**config.mk**
```make
export PLATFORM = sky130hd
export DESIGN_NAME = bsg_nonsynth_mem_req_delay
export DESIGN_NICKNAME = d
export VERILOG_FILES = /design/src/rtl/bsg_nonsynth_mem_req_delay.sv
export SDC_FILE = /design/constraint.sdc
export NUM_CORES = 1
export LEC_CHECK = 0
export CORE_MARGIN = 2
export CORE_UTILIZATION = 53
export DETAILED_ROUTE_END_ITERATION = 10
export GPL_TIMING_DRIVEN = 0
export PLACE_DENSITY = 0.76
export SKIP_CTS_REPAIR_TIMING = 1
export SLEW_MARGIN = 40
export SYNTH_ARGS = -nofsm -noshare
export SYNTH_HDL_FRONTEND = slang
export SYNTH_SLANG_ARGS = --single-unit
```
**constraint.sdc**
```tcl
create_clock -name clk_i -period 3.8 [get_ports clk_i]
set_clock_uncertainty 0.1 [all_clocks]
set_input_delay 0.95 -clock clk_i [delete_from_list [all_inputs] [get_ports clk_i]]
set_output_delay 0.95 -clock clk_i [all_outputs]
set_load 0.02 [all_outputs]
```
**src/rtl/bsg_nonsynth_mem_req_delay.sv**
```systemverilog
// Fixed-latency, order-preserving delay buffer for manycore request packets.
// Every accepted packet waits at least latency_p cycles before it is offered to the memory model.
module bsg_nonsynth_mem_req_delay #(
    parameter int width_p        = 32,
    parameter int els_p          = 8,
    parameter int latency_p      = 4,
    parameter int count_width_lp = $clog2(els_p + 1),
    parameter int lat_width_lp   = (latency_p > 1) ? $clog2(latency_p) : 1
) (
    input  logic                      clk_i,
    input  logic                      reset_i,

    input  logic [width_p-1:0]        data_i,
    input  logic                      v_i,
    output logic                      yumi_o,

    output logic [width_p-1:0]        data_o,
    output logic                      v_o,
    input  logic                      yumi_i,

    output logic [count_width_lp-1:0] count_o
);

    localparam int ptr_width_lp = (els_p > 1) ? $clog2(els_p) : 1;

    localparam logic [ptr_width_lp-1:0]   last_ptr_lp = ptr_width_lp'(els_p - 1);
    localparam logic [count_width_lp-1:0] full_lp     = count_width_lp'(els_p);
    localparam logic [lat_width_lp-1:0]   init_cd_lp  = lat_width_lp'(latency_p - 1);

    logic [width_p-1:0]        data_q [els_p];
    logic [width_p-1:0]        data_d [els_p];
    logic [lat_width_lp-1:0]   cd_q   [els_p];
    logic [lat_width_lp-1:0]   cd_d   [els_p];

    logic [ptr_width_lp-1:0]   rd_ptr_q, rd_ptr_d;
    logic [ptr_width_lp-1:0]   wr_ptr_q, wr_ptr_d;
    logic [count_width_lp-1:0] count_q,  count_d;

    logic                      accept;

    // No bypass: a full buffer refuses input even while the head is being consumed.
    assign accept  = v_i & (count_q != full_lp) & ~reset_i;
    assign yumi_o  = accept;

    assign v_o     = (count_q != '0) & (cd_q[rd_ptr_q] == '0);
    assign data_o  = data_q[rd_ptr_q];
    assign count_o = count_q;

    always_comb begin
        data_d   = data_q;
        cd_d     = cd_q;
        rd_ptr_d = rd_ptr_q;
        wr_ptr_d = wr_ptr_q;
        count_d  = count_q;

        // Free slots also age; harmless since a write reloads the countdown.
        for (int unsigned i = 0; i < els_p; i++) begin
            if (cd_q[i] != '0) begin
                cd_d[i] = cd_q[i] - 1'b1;
            end
        end

        if (accept) begin
            data_d[wr_ptr_q] = data_i;
            cd_d[wr_ptr_q]   = init_cd_lp;
            wr_ptr_d         = (wr_ptr_q == last_ptr_lp) ? '0 : wr_ptr_q + 1'b1;
        end

        if (yumi_i) begin
            rd_ptr_d = (rd_ptr_q == last_ptr_lp) ? '0 : rd_ptr_q + 1'b1;
        end

        unique case ({accept, yumi_i})
            2'b10:   count_d = count_q + 1'b1;
            2'b01:   count_d = count_q - 1'b1;
            default: count_d = count_q;
        endcase
    end

    always_ff @(posedge clk_i) begin
        if (reset_i) begin
            rd_ptr_q <= '0;
            wr_ptr_q <= '0;
            count_q  <= '0;
        end else begin
            rd_ptr_q <= rd_ptr_d;
            wr_ptr_q <= wr_ptr_d;
            count_q  <= count_d;
        end
        data_q <= data_d;
        cd_q   <= cd_d;
    end

    always_ff @(negedge clk_i) begin
        if (!reset_i) begin
            assert (!(yumi_i && !v_o))
                else $error("bsg_nonsynth_mem_req_delay: yumi_i asserted while v_o is low");
            assert (count_q <= full_lp)
                else $error("bsg_nonsynth_mem_req_delay: occupancy exceeds els_p");
        end
    end

endmodule

```
==> key figures <==
Status
  • Status: finished clean

Placed design
  • PortBufs: 73
  • Routability cong.: between 0.7 and 0.8
  • Post-DP Area: between 10000 and 15000 um2
  • Placed wire-length estimate: between 10000 and 15000 um

Pwr
  • Worst VDD drop: 427 uV
  • Final Power: roughly 6.7 mW
  • Pwr/cell area: around 510 nW/um2
  • P_leak: 4.45 nW

Worst hold path
  • Worst hold path type: flop to flop
  • Hold depth: 2

Setup path
  • Worst EP arrival: approximately 2.7 ns
  • CP Launch Type: flop
  • Slowest stage delay, CP: 0.54 ns
  • Worst path required time: about 2.8 ns
  • Reg2Reg Depth: 9
  • Kind of critical path: flop to output port
  • Cells along the critical path: buf_6 -> buf_8 -> mux4_2 -> mux2_2 -> clkdlybuf4s50_1
  • Worst Path Max Fanout: 10
  • Slowest cell on crit path: clkdlybuf4s50_1
  • Critical Path End Type: output port

Logic synthesis
  • Netlist cell types: 36
  • Sequential-to-total area share from yosys stat: 0.758
  • Syn Area/Cell: between 20 and 25 um2
  • Area leader, netlist: edfxtp_1
  • Synth Register Bits: 282
  • Syn Std Cell Area: about 11000 um2
  • Synth Warn #: 0
  • Yosys top cell area share: 0.710
  • Area contributors post-synth: edfxtp_1 71%, mux4_2 14%, dfxtp_1 4.8%, mux2_2 3.3%, buf_6 0.83%
  • Mapped Nets: approximately 550
  • Syn Inst Count: about 510

GRT
  • Grt peak-use layer: met2
  • Vias in the first global route: ~5500
  • First-pass GRT wire length: 32100 um
  • Initial antenna violation count: 1
  • Met3 track demand over resource: 0.0388
  • Total track usage: 0.198
  • Gr ovfl total: 0
  • Met1 Resource Use GR: 0.268
  • GR met2 Demand/Resource: 0.343
  • Largest net degree at the start of global routing: 16

Clock tree
  • Worst-Skew Late Latency: ~0.52 ns
  • TritonCTS Buffers: 28
  • CTS clk-pin slew, worst paths: 0.06 ns
  • CTS tree: yes
  • Clock tree buffer depth: 3
  • Root Driver: clkbuf_16
  • Clock sinks: ~280
  • H-Tree Depth: 1

Detailed routing
  • Antenna viol nets, final: 0
  • Vias: about 5300
  • Detailed Route WL: ~21000 um
  • Drt wl/cell: about 23 um
  • Drt drc: 0
  • Drt pass-1 iters: 6
  • Vias per cell: ~5.7
  • Initial DRC count: 368

Cells and area
  • Most frequent cells in the layout: 256 x edfxtp_1, 65 x mux4_2, 58 x clkdlybuf4s50_1, 32 x mux2_2, 29 x clkbuf_16
  • Layout Nets: between 600 and 700
  • Area delta synth->final: 22.6%
  • Final Cell Area: 13300 um2
  • Commonest non-fill, non-tap cell in the layout: edfxtp_1
  • Final design utilization: 0.658
  • Proportion of layout cells with a drive suffix above 1: 0.292

Floorplanning
  • Row count: between 50 and 60
  • Io pins: 74
  • Core ar.: around 20000 um2
  • Die W: roughly 150 um
  • Die area: about 22000 um2
  • Initial Util: 0.537
  • Die Y: around 150 um

STA
  • Max-slew violations: 0
  • Worst-Margin Slew: roughly 0.6 ns
  • Final setup viols: 0
  • Fmax: between 200 and 300 MHz
  • Slew headroom: 0.598
  • Fin crit share: 0.979
  • Final hold vios: 0
  • Hold Slack: 0.371 ns
  • Tmin final: around 3.7 ns
  • RSZ-0062 raised after global routing: yes

Flow run
  • MaxCap Viol Count: 0
-- path summary, 6_finish.rpt --
| path | startpoint | end | slack, ns |
|---|---|---|---|
| worst min register to register | cd_q[4] | cd_q[5] | 0.37 |
| worst min-delay path | cd_q[4] | cd_q[5] | 0.37 |
| worst max register to register | count_o[1] | data_q[112] | 1.18 |
| worst max-delay path | rd_ptr_q[0] | data_o[29] | 0.08 |
-- routing by layer --
metal,part of all wire,up-vias
met3,0.055,28
met2,0.52,157
li1,-,2340
met1,0.41,2732
met5,0,-
met4,0.016,0
-- synth_stat cells --
library cell	instances
edfxtp_1	256
mux4_2	65
mux2_2	32
dfxtp_1	26
nor2_1	14
nand2_1	11
clkbuf_1	10
inv_1	10
a21o_1	8
a21oi_1	8
buf_6	8
ha_1	7
nor3_1	5
buf_1	4
mux2i_1	4
nor3_2	4
o21ai_0	3
o21ai_1	3
o22ai_1	3
xor2_1	3
a211o_1	2
buf_2	2
nand2b_1	2
nand3b_1	2
or3_1	2
buf_4	1
inv_2	1
nand2_2	1
nand3_1	1
nand4b_1	1
nor2b_1	1
nor4_2	1
nor4b_1	1
nor4bb_1	1
o31ai_1	1
o32ai_1	1
-- cells by family (layout without fill, tap and decap cells) --
group | after synthesis | after routing | synth area share
AOI/OAI and AO/OA | 29 | 29 | 0.0169
xor gates and xnor gates | 3 | 3 | 0.00243
adders and majority gates | 7 | 7 | 0.00809
buffers and inverters | 36 | 182 | 0.0186
DFF | 282 | 282 | 0.758
muxes | 101 | 101 | 0.172
other | 0 | 1 | 0
and+or+nand+nor | 47 | 47 | 0.0237
-- worst max-delay path, delay by kind of cell (launching register included) --
family / cells / cell delay, ns
buf+inv: 3 / 0.96
flops: 1 / 0.37
mux: 2 / 0.80
-- cell type report --
cell class / count / area, um2
tap: 270 / 338
timing repair buffer: 100 / 1140
fill: 1293 / 6900
multi-input combinational: 187 / 2470
clock inverter: 11 / 108
antenna: 1 / 2.50
inverter: 11 / 41.3
buffer: 25 / 210
clock buffer: 35 / 748
sequential: 282 / 8210
-- power by group --
group / total, mW / internal (mW) / switching, mW / leakage, nW
clock: 2.58 / 1.51 / 1.06 / 0.415
combinational: 0.680 / 0.345 / 0.334 / 1.51
sequential: 3.48 / 3.45 / 0.0314 / 2.52
-- registers in the layout (all words and copies together), names as in the netlist --
name / count
cd_q: 16
rd_ptr_q: 3
count_o: 4
wr_ptr_q: 3
data_q: 256
-- stage by stage --
step,setup WS [ns],cells,setup TNS [ns]
2_1_floorplan,0.0236,505,0
3_3_place_gp,-2.30,848,-399.57
3_5_place_dp,0.155,875,0
4_1_cts,-0.403,921,-9.81
5_1_grt,-0.0147,921,-0.0346
6_report,0.0794,922,0
Power figures use the tool's default switching activity.
